### src/rtl/imm_ext_pkg.sv
// Shared encodings for the immediate extender: operand modes and buffer FSM states.
package imm_ext_pkg;

  typedef enum logic [2:0] {
    MODE_SEXT = 3'd0,
    MODE_ZEXT = 3'd1,
    MODE_LUI  = 3'd2,
    MODE_RSVD = 3'd3,
    MODE_LB   = 3'd4,
    MODE_LBU  = 3'd5,
    MODE_LH   = 3'd6,
    MODE_LHU  = 3'd7
  } mode_e;

  typedef enum logic [1:0] {
    ST_EMPTY = 2'd0,
    ST_ONE   = 2'd1,
    ST_TWO   = 2'd2
  } state_e;

endpackage

### src/rtl/imm_extender_pipe_if.sv
// Decode-side and ALU-side valid/ready handshake bundle for the immediate extender.
interface imm_extender_pipe_if #(
  parameter int IN_W  = 16,
  parameter int OUT_W = 32
);
  logic             in_valid;
  logic             in_ready;
  logic [IN_W-1:0]  in_data;
  logic [2:0]       in_mode;
  logic             out_valid;
  logic             out_ready;
  logic [OUT_W-1:0] out_data;
  logic             out_neg;
  logic             out_bad_mode;

  modport master (
    output in_valid, in_data, in_mode, out_ready,
    input  in_ready, out_valid, out_data, out_neg, out_bad_mode
  );

  modport slave (
    input  in_valid, in_data, in_mode, out_ready,
    output in_ready, out_valid, out_data, out_neg, out_bad_mode
  );
endinterface

### src/rtl/imm_extender_pipe_core.sv
// Combinational immediate extender (sign/zero/load-upper); IMM_EXT_LOAD_MODES_EN adds LB/LBU/LH/LHU.
module imm_ext_core
  import imm_ext_pkg::*;
#(
  parameter int IN_W      = 16,
  parameter int OUT_W     = 32,
  parameter int LUI_SHIFT = 16
) (
  input  logic [IN_W-1:0]  data,
  input  logic [2:0]       mode,
  output logic [OUT_W-1:0] result,
  output logic             bad
);

  logic signed [IN_W-1:0]  data_s;
  logic signed [OUT_W-1:0] sext;
  logic        [OUT_W-1:0] zext;
  logic        [OUT_W-1:0] lui;

  assign data_s = signed'(data);
  assign sext   = OUT_W'(data_s);
  assign zext   = OUT_W'(data);
  assign lui    = zext << LUI_SHIFT;

`ifdef IMM_EXT_LOAD_MODES_EN
  logic signed [7:0]  byte_s;
  logic signed [15:0] half_s;

  assign byte_s = signed'(data[7:0]);
  assign half_s = signed'(data[15:0]);
`endif

  always_comb begin
    result = zext;
    bad    = 1'b0;
    case (mode_e'(mode))
      MODE_SEXT: result = sext;
      MODE_ZEXT: result = zext;
      MODE_LUI:  result = lui;
`ifdef IMM_EXT_LOAD_MODES_EN
      MODE_LB:   result = OUT_W'(byte_s);
      MODE_LBU:  result = OUT_W'(data[7:0]);
      MODE_LH:   result = OUT_W'(half_s);
      MODE_LHU:  result = OUT_W'(data[15:0]);
`endif
      // Unsupported modes still deliver the zero-extended value, flagged bad.
      default:   bad = 1'b1;
    endcase
  end

endmodule

### src/rtl/imm_extender_pipe.sv
// Pipelined immediate extender with a 2-entry head/skid buffer; optional load modes via IMM_EXT_LOAD_MODES_EN.
module imm_extender_pipe
  import imm_ext_pkg::*;
#(
  parameter int IN_W      = 16,
  parameter int OUT_W     = 32,
  parameter int LUI_SHIFT = 16
) (
  input logic                clk,
  input logic                rst,
  imm_extender_pipe_if.slave bus
);

  logic [OUT_W-1:0] ext_data;
  logic             ext_bad;

  imm_ext_core #(
    .IN_W      (IN_W),
    .OUT_W     (OUT_W),
    .LUI_SHIFT (LUI_SHIFT)
  ) u_core (
    .data   (bus.in_data),
    .mode   (bus.in_mode),
    .result (ext_data),
    .bad    (ext_bad)
  );

  state_e           state_p0;
  state_e           state_nxt;
  logic             rdy_p0;
  logic [OUT_W-1:0] head_data_p0;
  logic             head_bad_p0;
  logic [OUT_W-1:0] skid_data_p0;
  logic             skid_bad_p0;
  logic             push;
  logic             pop;
  logic             load_head_new;
  logic             load_head_skid;
  logic             load_skid;

  assign push = bus.in_valid & rdy_p0;
  assign pop  = (state_p0 != ST_EMPTY) & bus.out_ready;

  always_comb begin
    state_nxt      = state_p0;
    load_head_new  = 1'b0;
    load_head_skid = 1'b0;
    load_skid      = 1'b0;
    case (state_p0)
      ST_EMPTY: begin
        if (push) begin
          state_nxt     = ST_ONE;
          load_head_new = 1'b1;
        end
      end
      ST_ONE: begin
        if (push && !pop) begin
          state_nxt = ST_TWO;
          load_skid = 1'b1;
        end else if (pop && !push) begin
          state_nxt = ST_EMPTY;
        end else if (push && pop) begin
          load_head_new = 1'b1;
        end
      end
      ST_TWO: begin
        if (pop) begin
          state_nxt      = ST_ONE;
          load_head_skid = 1'b1;
        end
      end
      default: state_nxt = ST_EMPTY;
    endcase
  end

  // Stage p0: extended operand captured into head or skid.
  always_ff @(posedge clk or posedge rst) begin
    if (rst) begin
      state_p0     <= ST_EMPTY;
      rdy_p0       <= 1'b1;
      head_data_p0 <= '0;
      head_bad_p0  <= 1'b0;
    end else begin
      state_p0 <= state_nxt;
      // in_ready is a flop so out_ready never reaches it combinationally.
      rdy_p0   <= (state_nxt != ST_TWO);
      if (load_head_new) begin
        head_data_p0 <= ext_data;
        head_bad_p0  <= ext_bad;
      end else if (load_head_skid) begin
        head_data_p0 <= skid_data_p0;
        head_bad_p0  <= skid_bad_p0;
      end
    end
  end

  always_ff @(posedge clk) begin
    if (load_skid) begin
      skid_data_p0 <= ext_data;
      skid_bad_p0  <= ext_bad;
    end
  end

  assign bus.in_ready     = rdy_p0;
  assign bus.out_valid    = (state_p0 != ST_EMPTY);
  assign bus.out_data     = head_data_p0;
  assign bus.out_neg      = head_data_p0[OUT_W-1];
  assign bus.out_bad_mode = head_bad_p0;

endmodule

### src/flat_wrapper.sv
// flat-port wrapper written by rule: the top's interface ports become plain ports
module imm_extender_pipe_flat import imm_ext_pkg::*;
#(
  parameter int IN_W      = 16,
  parameter int OUT_W     = 32,
  parameter int LUI_SHIFT = 16
)
  (clk, rst, bus_in_valid, bus_in_data, bus_in_mode, bus_out_ready, bus_in_ready, bus_out_valid, bus_out_data, bus_out_neg, bus_out_bad_mode);
  imm_extender_pipe_if #(.IN_W(IN_W), .OUT_W(OUT_W)) bus_i ();
  input logic clk;
  input logic rst;
  input wire logic [$bits(bus_i.in_valid)-1:0] bus_in_valid;
  input wire logic [$bits(bus_i.in_data)-1:0] bus_in_data;
  input wire logic [$bits(bus_i.in_mode)-1:0] bus_in_mode;
  input wire logic [$bits(bus_i.out_ready)-1:0] bus_out_ready;
  output wire logic [$bits(bus_i.in_ready)-1:0] bus_in_ready;
  output wire logic [$bits(bus_i.out_valid)-1:0] bus_out_valid;
  output wire logic [$bits(bus_i.out_data)-1:0] bus_out_data;
  output wire logic [$bits(bus_i.out_neg)-1:0] bus_out_neg;
  output wire logic [$bits(bus_i.out_bad_mode)-1:0] bus_out_bad_mode;
  assign bus_i.in_valid = bus_in_valid;
  assign bus_i.in_data = bus_in_data;
  assign bus_i.in_mode = bus_in_mode;
  assign bus_i.out_ready = bus_out_ready;
  assign bus_in_ready = bus_i.in_ready;
  assign bus_out_valid = bus_i.out_valid;
  assign bus_out_data = bus_i.out_data;
  assign bus_out_neg = bus_i.out_neg;
  assign bus_out_bad_mode = bus_i.out_bad_mode;
  imm_extender_pipe #(.IN_W(IN_W), .OUT_W(OUT_W), .LUI_SHIFT(LUI_SHIFT)) u_core (.clk(clk), .rst(rst), .bus(bus_i));
endmodule
### config.mk
export PLATFORM = sky130hd
export DESIGN_NAME = imm_extender_pipe_flat
export DESIGN_NICKNAME = d
export VERILOG_FILES = /design/src/rtl/imm_ext_pkg.sv /design/src/rtl/imm_extender_pipe_if.sv /design/src/rtl/imm_extender_pipe_core.sv /design/src/rtl/imm_extender_pipe.sv /design/src/flat_wrapper.sv
export SDC_FILE = /design/constraint.sdc
export NUM_CORES = 1
export LEC_CHECK = 0
export ABC_CLOCK_PERIOD_IN_PS = 2100
export BUFFER_PORTS_ARGS = -buffer_cell sky130_fd_sc_hd__buf_2
export CAP_MARGIN = 5
export CORE_MARGIN = 4
export CORE_UTILIZATION = 49
export CTS_CLUSTER_SIZE = 16
export DETAILED_ROUTE_END_ITERATION = 8
export GPL_TIMING_DRIVEN = 0
export PLACE_DENSITY = 0.78
export SLEW_MARGIN = 20
export SYNTH_ARGS = -nofsm -noshare
export SYNTH_HDL_FRONTEND = slang
export SYNTH_SLANG_ARGS = --single-unit
### constraint.sdc
create_clock -name clk -period 2.1 [get_ports clk]
set_clock_uncertainty 0.1 [all_clocks]
set_input_delay 0.315 -clock clk [delete_from_list [all_inputs] [get_ports clk]]
set_output_delay 0.315 -clock clk [all_outputs]
set_load 0.01 [all_outputs]
### After elaboration in Yosys (flattened, before gate mapping)

Cells that the tools add are included.

| operators by class | value |
|---|---|
| bitwise gates (word level) | 2 |
| equality and inequality tests | 5 |
| muxes and demuxes | 20 |
| reductions and logical operators | 10 |

Operators by type and width:

| kind | count |
|---|---|
| $mux 32 | 2 |
| $pmux 32 s2 | 1 |
| $mux 1 | 11 |
| $mux 2 | 4 |
| $pmux 2 s3 | 1 |
| $reduce_bool 2->1 | 2 |
| $eq 3x1->1 const B | 1 |
| $eq 3x2->1 const B | 1 |
| $logic_and 1x1->1 | 3 |
| $logic_not 3->1 | 1 |
| $reduce_or 3->1 | 1 |
| $and 1x1->1 | 2 |
| $eq 2x1->1 const B | 1 |
| $eq 2x2->1 const B | 1 |
| $logic_not 1->1 | 2 |
| $logic_not 2->1 | 1 |
| $ne 2x2->1 const B | 1 |
| $pmux 1 s2 | 1 |

| storage, ports and cells | value |
|---|---|
| output and inout bits | 36 |
| bits in registers | 69 |

### Depth between registers and ports, before layout

| logic depth | value |
|---|---|
| depth after elaboration | 8 |
| mapped depth | 5 |
| depth with buffers taken out | 3 |

### By module

A second synthesis with hierarchy kept.

| second synthesis, totals | value |
|---|---|
| cells, all modules | 217 |
| area total of the unflattened synthesis | 3387.0 µm² |

Modules (own cells, without submodules):

| module | times used | sequential area each (µm²) | cells each | area each (µm²) |
|---|---|---|---|---|
| imm_extender_pipe | 1 | 1893.1 | 159 | 3051.7 |
| imm_ext_core | 1 | 0.0 | 58 | 335.3 |

### Least setup slack after synthesis

No wires, ideal clock.

| timing | value |
|---|---|
| path kind | register -> register |
| start point | register u_core.rdy_p0, in the netlist u_core.bus.in_ready |
| end point | register u_core.skid_bad_p0, enable pin |
| arrival | 1.535 ns |
| slack | 0.077 ns |
| period minus slack after synthesis | 2.023 ns |
| stages on the path, launching flop included | 4 |
| setup time | 0.388 ns |
| required time | 1.612 ns |
| path through | dfstp_2 > and3b_1 > nand2_1 > inv_1 |

| between the ends | value |
|---|---|
| longest elaborated chain between the ends | 4 |

Ends and longest elaborated chain:

| item | line | source |
|---|---|---|
| start, declared | imm_extender_pipe.sv:30 | `logic rdy_p0;` |
| start signal, assigned | imm_extender_pipe.sv:86 | `rdy_p0 <= (state_nxt != ST_TWO);` |
| $and 1x1->1 | imm_extender_pipe.sv:41 | `assign push = bus.in_valid & rdy_p0;` |
| $logic_and 1x1->1 | imm_extender_pipe.sv:57 | `if (push && !pop) begin` |
| $mux 1 | imm_extender_pipe.sv:57 |  |
| $mux 1 | imm_extender_pipe.sv:49 | `case (state_p0)` |
| net u_core.load_skid | imm_extender_pipe.sv:39 | `logic load_skid;` |
| end signal, assigned | imm_extender_pipe.sv:100 | `skid_bad_p0 <= ext_bad;` |
| end, declared | imm_extender_pipe.sv:34 | `logic skid_bad_p0;` |

The timed path passes the listed nets, and every way through them passes these cells.
A chain may end at the register's enable or synchronous reset.

### Worst setup path in the final report

| timing | value |
|---|---|
| start point | register u_core.rdy_p0, in the netlist u_core.bus.in_ready |
| end point | register u_core.skid_data_p0[24], enable pin |

| between the ends | value |
|---|---|
| longest elaborated chain between the ends | 4 |

Ends and longest elaborated chain:

| item | line | source |
|---|---|---|
| $and 1x1->1 | imm_extender_pipe.sv:41 |  |
| $logic_and 1x1->1 | imm_extender_pipe.sv:57 |  |
| $mux 1 | imm_extender_pipe.sv:57 |  |
| $mux 1 | imm_extender_pipe.sv:49 |  |
| net u_core.load_skid | imm_extender_pipe.sv:39 |  |
| end signal, assigned | imm_extender_pipe.sv:99 | `skid_data_p0 <= ext_data;` |
| end, declared | imm_extender_pipe.sv:33 | `logic [OUT_W-1:0] skid_data_p0;` |

The timed path passes the listed nets, and every way through them passes these cells.

==> results.ini <==
[status]
status=finished clean

[routing]
viasPerCell=5.51
finalWirelength_mm=6.46
drt-initial-drc-count=151
num_vias=2037
drc=0
dr.pass1.iters=4
final_antenna_net_count=0
drt-wirelength-per-cell_um=17.5

[power]
p_per_area_nw_per_um2=1230
vdd_drop_max_mv=0.619
leakage_nw=1.64
power_mw=4.57

[floorplanning]
ios=59
die_h_um=87.2
die_area_um2=7610
die_w_um=87.2
core_region_area_um2=5990
initial_core_util_pct=51.4
core.rowCount=28

[synthesis]
synth.area.mux_share_pct=12.8
synth_compound_area_share_pct=10.2
synthAdderAreaFrac_pct=0
synth_top_area_cell=edfxtp_1
synthesis.area_um2=3080
syn_avg_cell_area_um2=14.0
ys_types=32
synth_top_family_by_area=multiplexers
syn_inst=220
synth-simple-area-share_pct=11.9
ys_seq_area_share_pct=61.5
netlist.area_leader.share_pct=32.2
yosysWarnings=0
ys_top_cells_by_area=edfxtp_1 (32%), dfrtp_1 (28%), mux2_2 (6.6%)
synth_nets=243
synthXorXnorAreaFrac_pct=0
synth_seq_cells=69

[sta]
worst_slack_ps=137
setup_viol=0
rsz0062_at_grt=false
period_share_pct=93.5
slew_headroom_pct=49.8
report.final.hold_viol_count=0
period_minus_slack_ps=1960
slew_viol_final=0
fmax_mhz=509
tightestPinTransition_ps=752
fin_setup_tns_ps=0

[grt]
grt_pass1_wl_mm=10.3
grt_usage_pct=18.3
grt_pass1_vias=2028
antenna_found_initial=0
grt_max_degree=34
globalRouteOverflowTotal=0

[clock_network]
clk_latency_ps=340
cts-htree-levels=3
post-cts-setup-buffer-count=0
clock-root-buffer=clkbuf_8
tritoncts=yes
clockBufferDepth=2
clock_sinks=69
numCtsBuffers=9
cts_resized=0
clk_pin_slew_worst_paths_ps=70

[final_layout]
fin_cells=370
drive_above_1_share_pct=40.7
antenna_cells=0
nets=313
finalCoreUtilization_pct=62.1
area_delta_synth_final_pct=20.8

[worst_setup_path]
worstSetupPathType=reg -> reg
end_kind=register
r2r-start=u_core.bus.in_ready
cp_max_fo=33
arrival_ps=1830
cp-start-kind=register
cp_slowest_stage_delay_ps=570
path_cells=and3b_1 -> nand2_1 -> inv_2
cpMaxStageDelayCell=inv_2
critPathLaunch=u_core.bus.in_ready
required_ps=1970

[flow_run]
max_cap_viol_count=0

[hold_path]
hold_start=bus_in_data[13]
hp-class=in -> reg

[place]
hpwlAfterDp_mm=4.55
port_buffers=57
pre_cts_ws_ps=114
gp_congestion=0.810
place_inst=353

==> power breakdown <==
group          switching, mW  internal (mW)  total [mW]
combinational          0.671          0.729        1.40
clock                  0.492          0.696        1.19
sequential             0.184           1.79        1.98
==> cells in the final DEF, fill, tap and decap left out, drive strengths merged <==
cell          n
o21a          1
clkbuf       15
a211oi        1
or2b          1
clkinv        1
dlygate4sd3   1
clkinvlp      3
or2           2
a21o          1
and2b         1
nand3b        1
dfrtp        35
bufinv        2
nand2        18
mux2         30
a221o        18
a21oi        17
nor2          2
o21ai         1
and3b         2
o22ai         1
buf          67
edfxtp       33
nand2b        2
inv           2
and3          1
and2         34
mux2i         1
dfstp         1
==> worst paths after layout <==
check / to / slack [ps] / depth (start not counted)
max in group asynchronous: u_core.bus.out_data[25] / 1100 / 4
hold / removal: u_core.bus.out_data[13] / 140 / 2
setup / recovery: u_core.skid_data_p0[24] / 140 / 3
hold reg to reg: u_core.bus.out_bad_mode / 400 / 1
setup reg to reg: u_core.skid_data_p0[24] / 140 / 3
min in group asynchronous: u_core.bus.out_data[11] / 370 / 3
==> cell families (layout without fill, tap and decap cells) <==
| group | count (synthesis) | in the layout |
|---|---|---|
| buf+inv | 16 | 91 |
| compound gates | 40 | 40 |
| simple gates | 64 | 64 |
| flops | 69 | 69 |
| mux | 31 | 31 |
==> state kept, by name, summed over array words and instances (netlist names) <==
signal and flops:
u_core.bus.out_data 32, u_core.skid_data_p0 32, u_core.state_p0 2, u_core.bus.in_ready 1, u_core.bus.out_bad_mode 1, u_core.skid_bad_p0 1
==> cells in the mapped netlist, drive strengths merged <==
library cell  count
dfstp             1
and2b             1
dfrtp            35
and3              1
a221o            18
or2b              1
clkbuf            5
buf               9
o22ai             1
a21oi            17
nand2            18
nand3b            1
and3b             2
mux2i             1
and2             34
o21a              1
o21ai             1
or2               2
nor2              2
a211oi            1
inv               2
edfxtp           33
a21o              1
mux2             30
nand2b            2
==> stage by stage <==
| step | hold slack [ps] | cell area [um^2] |
|---|---|---|
| 2_1_floorplan | 323 | 3080 |
| 3_3_place_gp | 366 | 3460 |
| 3_5_place_dp | 198 | 3480 |
| 4_1_cts | 125 | 3720 |
| 5_1_grt | 137 | 3720 |
| 6_report | 142 | 3720 |
==> critical path: cells and delay by family (launching register included) <==
kind	cells	cell delay [ps]
flip-flops	1	550
AND/OR/NAND/NOR	2	350
buffers and inverters	1	570
==> layout make-up <==
type	instances	area (um^2)
fillers	489	2270
flip-flops and latches	69	1890
multi-input cells	135	1070
repair buffers	59	323
clock buffers	10	138
plain buffers	14	101
well taps	75	93.8
clock inverters	6	86.3
inverters	2	7.51
==> routing by layer <==
layer / vias to the layer above / routed length [um] / global-route usage (%)
met5: - / 0 / 0
met4: 0 / 80 / 6.14
met3: 7 / 464 / 5.77
met2: 81 / 3020 / 28.3
met1: 1003 / 2890 / 24.4
li1: 946 / - / -
==> repair_timing <==
item / 4_1_cts / 5_1_grt
hold endpoints to repair: 11 / 0
hold buffers: 1 / 0
setup endpoints to repair: 0 / 0
(Power assumes the default switching activity.)
